==> config.mk <==
export PLATFORM = sky130hd
export DESIGN_NAME = axi4_lite_master_arb
export DESIGN_NICKNAME = d
export VERILOG_FILES = /design/src/rtl/axi4_lite_master_arb.sv
export SDC_FILE = /design/constraint.sdc
export NUM_CORES = 1
export LEC_CHECK = 0
export BUFFER_PORTS_ARGS = -buffer_cell sky130_fd_sc_hd__buf_4
export CAP_MARGIN = 0
export CORE_AREA = 2 2 128 130
export DETAILED_ROUTE_END_ITERATION = 7
export DIE_AREA = 0 0 130 132
export PLACE_DENSITY = 0.69
export SYNTH_ARGS = -nofsm -noshare
export SYNTH_HDL_FRONTEND = slang
export SYNTH_SLANG_ARGS = --single-unit
==> constraint.sdc <==
create_clock -name ACLK -period 3.1 [get_ports ACLK]
set_input_delay 0.155 -clock ACLK [delete_from_list [all_inputs] [get_ports ACLK]]
set_output_delay 0.155 -clock ACLK [all_outputs]
set_load 0.1 [all_outputs]
==> src/rtl/axi4_lite_master_arb.sv <==
// ---------------------------------------------------------------------------
// axi4_lite_master_arb
//
// Round-robin arbiter and sequencer that lets two requesters share a single
// AXI4-lite master port. Each requester presents single-beat read or write
// commands on a valid/ready port and receives a one-cycle response pulse.
// Only one AXI transaction is ever in flight.
//
// Ports
//   ACLK, ARESET       clock, asynchronous active-high reset
//   req_valid/ready    per-requester command handshake (bit i = requester i)
//   req_write          1 = write, 0 = read
//   req_addr/wdata/    per-requester command payload, requester i packed at
//   req_wstrb          [i*W +: W]
//   rsp_valid          one-cycle response pulse to the owning requester
//   rsp_rdata/resp     shared response payload, valid with rsp_valid
//   AW*/W*/B*          AXI4-lite write address / data / response channels
//   AR*/R*             AXI4-lite read address / data channels
// ---------------------------------------------------------------------------
module axi4_lite_master_arb #(
    parameter int          ADDR_WIDTH   = 32,
    parameter int          DATA_WIDTH   = 32,
    parameter logic [2:0]  PROT_DEFAULT = 3'b000
) (
    input  logic                        ACLK,
    input  logic                        ARESET,

    input  logic [1:0]                  req_valid,
    output logic [1:0]                  req_ready,
    input  logic [1:0]                  req_write,
    input  logic [2*ADDR_WIDTH-1:0]     req_addr,
    input  logic [2*DATA_WIDTH-1:0]     req_wdata,
    input  logic [2*DATA_WIDTH/8-1:0]   req_wstrb,
    output logic [1:0]                  rsp_valid,
    output logic [DATA_WIDTH-1:0]       rsp_rdata,
    output logic [1:0]                  rsp_resp,

    output logic [ADDR_WIDTH-1:0]       AWADDR,
    output logic [2:0]                  AWPROT,
    output logic                        AWVALID,
    input  logic                        AWREADY,
    output logic [DATA_WIDTH-1:0]       WDATA,
    output logic [DATA_WIDTH/8-1:0]     WSTRB,
    output logic                        WVALID,
    input  logic                        WREADY,
    input  logic [1:0]                  BRESP,
    input  logic                        BVALID,
    output logic                        BREADY,

    output logic [ADDR_WIDTH-1:0]       ARADDR,
    output logic [2:0]                  ARPROT,
    output logic                        ARVALID,
    input  logic                        ARREADY,
    input  logic [DATA_WIDTH-1:0]       RDATA,
    input  logic [1:0]                  RRESP,
    input  logic                        RVALID,
    output logic                        RREADY
);

    localparam int STRB_WIDTH = DATA_WIDTH / 8;

    typedef enum logic [2:0] {
        S_IDLE,   // waiting for a command
        S_WR,     // AW and/or W still pending
        S_WB,     // waiting for B
        S_RA,     // AR pending
        S_RD      // waiting for R
    } state_t;

    state_t                  state_q, state_d;
    logic                    last_grant_q, last_grant_d;
    logic                    owner_q, owner_d;
    logic [ADDR_WIDTH-1:0]   addr_q, addr_d;
    logic [DATA_WIDTH-1:0]   wdata_q, wdata_d;
    logic [STRB_WIDTH-1:0]   wstrb_q, wstrb_d;
    logic                    awvalid_q, awvalid_d;
    logic                    wvalid_q, wvalid_d;
    logic                    bready_q, bready_d;
    logic                    arvalid_q, arvalid_d;
    logic                    rready_q, rready_d;
    logic [1:0]              rsp_valid_q, rsp_valid_d;
    logic [DATA_WIDTH-1:0]   rsp_rdata_q, rsp_rdata_d;
    logic [1:0]              rsp_resp_q, rsp_resp_d;

    logic                    grant_idx;
    logic [1:0]              grant_oh;
    logic                    aw_done;
    logic                    w_done;

    // On a tie the requester that did not win last time is served; a lone
    // requester is served regardless of history.
    always_comb begin
        grant_idx = (req_valid == 2'b11) ? ~last_grant_q : req_valid[1];
        grant_oh  = 2'b00;
        if (state_q == S_IDLE && req_valid != 2'b00) begin
            grant_oh = grant_idx ? 2'b10 : 2'b01;
        end
    end

    // The accept strobe is combinational so the command is taken in the same
    // cycle it is granted; it is forced low while reset is held.
    assign req_ready = ARESET ? 2'b00 : grant_oh;

    // A channel counts as done if it already completed or completes now.
    assign aw_done = !awvalid_q || AWREADY;
    assign w_done  = !wvalid_q  || WREADY;

    always_comb begin
        state_d      = state_q;
        last_grant_d = last_grant_q;
        owner_d      = owner_q;
        addr_d       = addr_q;
        wdata_d      = wdata_q;
        wstrb_d      = wstrb_q;
        awvalid_d    = awvalid_q;
        wvalid_d     = wvalid_q;
        bready_d     = bready_q;
        arvalid_d    = arvalid_q;
        rready_d     = rready_q;
        rsp_valid_d  = 2'b00;
        rsp_rdata_d  = rsp_rdata_q;
        rsp_resp_d   = rsp_resp_q;

        case (state_q)
            S_IDLE: begin
                if (req_valid != 2'b00) begin
                    owner_d      = grant_idx;
                    last_grant_d = grant_idx;
                    addr_d  = grant_idx ? req_addr[2*ADDR_WIDTH-1:ADDR_WIDTH]
                                        : req_addr[ADDR_WIDTH-1:0];
                    wdata_d = grant_idx ? req_wdata[2*DATA_WIDTH-1:DATA_WIDTH]
                                        : req_wdata[DATA_WIDTH-1:0];
                    wstrb_d = grant_idx ? req_wstrb[2*STRB_WIDTH-1:STRB_WIDTH]
                                        : req_wstrb[STRB_WIDTH-1:0];
                    if (req_write[grant_idx]) begin
                        state_d   = S_WR;
                        awvalid_d = 1'b1;
                        wvalid_d  = 1'b1;
                    end else begin
                        state_d   = S_RA;
                        arvalid_d = 1'b1;
                    end
                end
            end

            S_WR: begin
                // AW and W retire independently, in either order.
                if (awvalid_q && AWREADY) awvalid_d = 1'b0;
                if (wvalid_q && WREADY)   wvalid_d  = 1'b0;
                if (aw_done && w_done) begin
                    state_d  = S_WB;
                    bready_d = 1'b1;
                end
            end

            S_WB: begin
                if (BVALID) begin
                    bready_d    = 1'b0;
                    rsp_resp_d  = BRESP;
                    rsp_rdata_d = '0;
                    rsp_valid_d = owner_q ? 2'b10 : 2'b01;
                    state_d     = S_IDLE;
                end
            end

            S_RA: begin
                if (ARREADY) begin
                    arvalid_d = 1'b0;
                    rready_d  = 1'b1;
                    state_d   = S_RD;
                end
            end

            S_RD: begin
                if (RVALID) begin
                    rready_d    = 1'b0;
                    rsp_resp_d  = RRESP;
                    rsp_rdata_d = RDATA;
                    rsp_valid_d = owner_q ? 2'b10 : 2'b01;
                    state_d     = S_IDLE;
                end
            end

            default: state_d = S_IDLE;
        endcase
    end

    always_ff @(posedge ACLK or posedge ARESET) begin
        if (ARESET) begin
            state_q      <= S_IDLE;
            last_grant_q <= 1'b1;
            owner_q      <= 1'b0;
            addr_q       <= '0;
            wdata_q      <= '0;
            wstrb_q      <= '0;
            awvalid_q    <= 1'b0;
            wvalid_q     <= 1'b0;
            bready_q     <= 1'b0;
            arvalid_q    <= 1'b0;
            rready_q     <= 1'b0;
            rsp_valid_q  <= 2'b00;
            rsp_rdata_q  <= '0;
            rsp_resp_q   <= 2'b00;
        end else begin
            state_q      <= state_d;
            last_grant_q <= last_grant_d;
            owner_q      <= owner_d;
            addr_q       <= addr_d;
            wdata_q      <= wdata_d;
            wstrb_q      <= wstrb_d;
            awvalid_q    <= awvalid_d;
            wvalid_q     <= wvalid_d;
            bready_q     <= bready_d;
            arvalid_q    <= arvalid_d;
            rready_q     <= rready_d;
            rsp_valid_q  <= rsp_valid_d;
            rsp_rdata_q  <= rsp_rdata_d;
            rsp_resp_q   <= rsp_resp_d;
        end
    end

    assign AWADDR    = addr_q;
    assign AWPROT    = PROT_DEFAULT;
    assign AWVALID   = awvalid_q;
    assign WDATA     = wdata_q;
    assign WSTRB     = wstrb_q;
    assign WVALID    = wvalid_q;
    assign BREADY    = bready_q;
    assign ARADDR    = addr_q;
    assign ARPROT    = PROT_DEFAULT;
    assign ARVALID   = arvalid_q;
    assign RREADY    = rready_q;
    assign rsp_valid = rsp_valid_q;
    assign rsp_rdata = rsp_rdata_q;
    assign rsp_resp  = rsp_resp_q;

endmodule

Word level (Yosys, flattened, before mapping):

Index checks and enable logic that the tools add are counted.

* equality and inequality tests: 14
* muxes and demuxes: 42
* magnitude comparators: 1
* reductions and logical operators: 23
* bitwise operators: 1

Operator list (number)
* 32-bit two-way mux: 4
* 32-bit case mux with 2 select lines: 1
* 2-bit two-way mux: 9
* 3-bit two-way mux: 5
* 3-bit case mux with 5 select lines: 1
* 1-bit two-way mux: 14
* 2-bit != test, second input constant: 7
* 4-bit AND reduction: 3
* 2-bit nonzero test: 6
* 1-bit case mux with 2 select lines: 5
* 3-bit AND reduction: 3
* 2-bit case mux with 2 select lines: 2
* 3-bit by 2-bit equality test with 1-bit output, second input constant: 2
* 5-bit AND reduction: 1
* 1-bit logical AND: 4
* 4-bit two-way mux: 1
* 2-bit by 1-bit != test with 1-bit output, second input constant: 2
* 3-bit by 1-bit equality test with 1-bit output, second input constant: 1
* 3-bit equality test, second input constant: 1
* 3-bit logical NOT: 1
* 2-bit equality test, second input constant: 1
* 1-bit logical NOT: 2
* 1-bit logical OR: 2
* 1-bit by 2-bit < comparator with 1-bit output, second input constant: 1
* other kinds (2): 2

* flip-flop bits (word level): 114
* output and inout bits: 149
* input bits: 183
* word-level logic and storage cells: 95

Depth between registers and ports, before layout:

* depth after elaboration: 7
* mapped depth: 7
* depth with buffers taken out: 4

Worst setup path before layout:

Ideal clock, no wire load.

* path type: reg2out
* from: register state_q[0]
* to: output port req_ready[1]
* setup slack: 24 ps
* cell stages (with the launch flop): 4
* buffers on the path: 1
* data required time: 2945 ps
* arrival time: 2921 ps
* cell sequence: dfrtp_1 or3_1 buf_2 nor3_1

* word-level cells in the longest chain between the ends: 4

RTL lines
* start: declaration: line 70 `state_t state_q, state_d;`
* start signal: assignment: line 205 `state_q <= state_d;`
* 3-bit logical NOT: line 95 `if (state_q == S_IDLE && req_valid != 2'b00) begin`
* 1-bit logical AND: line 95
* 2-bit two-way mux: line 95
* 2-bit two-way mux: line 102 `assign req_ready = ARESET ? 2'b00 : grant_oh;`
* end: declaration: line 29 `output logic [1:0] req_ready,`

No other way between the ends.

Worst setup path after layout:

* from: register state_q[1]
* to: register addr_q[29] (netlist: ARADDR[29])

* word-level cells in the longest chain between the ends: 2

RTL lines
* 3-bit logical NOT: line 124 `case (state_q)`
* 2-bit AND reduction (no source line)
* end signal: assignment: line 208 `addr_q <= addr_d;`
* end: declaration: line 73 `logic [ADDR_WIDTH-1:0] addr_q, addr_d;`

No other way between the ends.
A chain may end at the register's enable or synchronous reset.

==> results.cfg <==
[clocking]
clockBufferDepth = 2
tritoncts = yes
cts.sinks = 114
cts-root-buf = clkbuf_16
cts.clk_slew.worst_paths_ns = 0.06
ctsHtreeMaxLevel = 4
clock_latency_at_the_later_pin_of_the_worst_skew_pair_ns = 0.41
numCtsBuffers = 17

[job]
maxCapViolations = 0

[placed_design]
numPortBuffers = 325
placed_instance_area_mm2 = 0.007705
place_worst_setup_slack_ns = 0.8355
dp.final_hpwl_mm = 11.85
place.gp.congestion = 0.8340

[floorplanning]
starting_density_of_the_core_pct = 34.24
die_width_um = 130
design.core.area_mm2 = 0.01571
dieArea_mm2 = 0.01716
fp-row-count = 46
io-pin-count = 332
die-height_um = 132

[worst_setup_path]
cp_max_fo = 37
startpoint_type = flip-flop
crit_type = reg -> reg
critical_path.slowest_cell = dlygate4sd3_1
end_kind = flip-flop
critPathArrivalTime_ns = 3.12
crit_path_max_incr_delay_ns = 0.56
worstPathRequired_ns = 3.38
cell_breakdown_of_the_critical_path = or3_1, or2_4, buf_4, a22oi_2, nand2_1, dlygate4sd3_1

[grt]
grt.overflow.total = 0
vias_in_the_first_global_route = 5930
gr-usage-all-layers_pct = 21.93
antenna_violations_before_repair = 0
grt_start_max_net_pins = 75
global_route_wire_length_before_repair_mm = 29.70

[yosys]
synthesis.instances = 486
netlist_area_mm2 = 0.005380
synth_sequential_area_ratio_pct = 53.05
synth-edff-count = 0
ys_async_sr_fraction_pct = 100.0
dominantRegCellSynth = dfrtp_1
synth_warnings = 0
share_of_the_synthesized_area_in_the_top_cell_type_pct = 52.56
synthTopCellsByArea = dfrtp_1 53%, a22oi_2 16%, nand2_1 9.8%, buf_4 5.7%, a22o_1 5.2%
synthesis.area_per_instance_um2 = 11.07
postSynthRegisterBits = 114
synthDistinctLibCells = 39
yosysTopAreaCell = dfrtp_1

[drt]
drt-pass1-iter-count = 4
drtIter0Drc = 225
total_number_of_vias = 5529
routed_via_density = 4.706
wl_per_cell_um = 16.03
routed_wirelength_mm = 18.84
postRouteAntennaNets = 0
remaining_drc_errors = 0

[finish]
finalInstanceArea_mm2 = 0.009962
antenna-diode-count = 0
area_of_the_multi_input_gates_mm2 = 0.002039
drive_gt1_share_pct = 46.19
fin_nets = 1129
area_taken_by_flip_flops_and_latches_mm2 = 0.002854
layout.cells.most_common = buf_4
layout_common_cells = 335 x buf_4, 172 x dlygate4sd3_1, 140 x nand2_1, 113 x dfrtp_1, 68 x a22oi_2
syn_to_final_growth_pct = 85.16
fill_cells = 1215

[sta]
finalHoldViolCount = 0
unrepaired_setup_endpoints_after_global_routing = false
finalMaxSlewViolations = 0
timing.max_slew.rel_slack_pct = 35.71
fin_crit_sh_pct = 91.50
fin_ws_ns = 0.2636
final-setup-viol-count = 0
worst-slew-pin-transition_ns = 0.9644
period_minus_ws_final_ns = 2.836
fin_worst_skew_ns = 0.01171
fmax_ghz = 0.3526
setup-tns-final_ns = 0

[status]
outcome = completed

[min_path]
hp-class = in -> reg
## metrics by stage
stage | instances | utilization [%] | hold WS, ns
after detailed placement | 971 | 49.04 | 0.3482
final | 1175 | 63.40 | 0.02623
after floorplan | 491 | - | 0.2400
after CTS | 1175 | 63.40 | 0.01252
after global placement | 971 | 49.04 | 0.3451
after global routing | 1175 | 63.40 | 0.04065
## cell families after synthesis
kind of cell / Yosys count / synth area share [%]
muxes: 3 / 0.5582
AOI/OAI and AO/OA: 125 / 23.98
DFF: 114 / 53.05
other: 1 / 0.06970
buffers and inverters: 77 / 9.721
and+or+nand+nor: 166 / 12.63
## critical path, delay by kind of cell (launching register included)
family,cells,cell delay [ns]
buffers and inverters,2,0.91
AO/OA/AOI/OAI,1,0.16
AND/OR/NAND/NOR,3,1.13
flip-flops,1,0.49
## cell type report
type,instances,area share [%]
Clock inverter,15,1.105
Clock buffer,17,4.270
Timing Repair Buffer,507,42.53
Tap cell,216,2.713
Multi-Input combinational cell,300,20.47
Inverter,6,0.2638
Sequential cell,114,28.65
## flip-flops by register name (all words and copies together) (netlist names)
| signal | cells |
|---|---|
| AWVALID | 1 |
| rsp_valid | 2 |
| state_q | 3 |
| rsp_resp | 2 |
| rsp_rdata | 32 |
| owner_q | 1 |
| WSTRB | 4 |
| WDATA | 32 |
| last_grant_q | 1 |
| ARVALID | 1 |
| BREADY | 1 |
| RREADY | 1 |
| WVALID | 1 |
| ARADDR | 32 |
## Yosys cell counts, types with 2 or more instances
library cell	instances
clkbuf_1	5
a2bb2oi_1	2
and3b_1	2
inv_1	6
buf_6	8
dfrtp_1	113
a22o_1	32
a22oi_2	68
nor2_1	8
nand3_1	2
buf_2	16
nand2_1	140
mux2i_1	3
nor3_1	2
a21o_1	2
a21oi_1	7
o21ai_0	7
nor3_2	2
buf_4	41
## worst paths after layout
kind | startpoint | to | slack (ns) | cells past startpoint
worst max-delay path | state_q[1] | ARADDR[29] | 0.26 | 6
worst min-delay path | ARREADY | RREADY | 0.03 | 3
worst max register to register | state_q[1] | ARADDR[29] | 0.26 | 6
worst min register to register | owner_q | rsp_valid[0] | 0.46 | 1
max in group asynchronous | ARESET | WDATA[6] | 1.80 | 4
min in group asynchronous | ARESET | ARADDR[31] | 0.49 | 4
## timing repair
| item | in CTS | in global routing |
|---|---|---|
| hold buffers | 172 | 0 |
| endpoints found under the hold margin | 142 | 0 |
| buffers inserted | 0 | 0 |
| gates resized for setup | 0 | 0 |
## routing by layer
metal / up-vias / share of wire, % / GRT usage [%]
li1: 2569 / - / -
met1: 2686 / 39 / 24.77
met2: 247 / 52 / 39.15
met3: 27 / 7.6 / 6.899
met4: 0 / 1.8 / 6.631
met5: - / 0 / 0
Power is left out: the tool's default activity adds up to more than one toggle a clock period on the data nets, which glitch-free logic cannot reach.
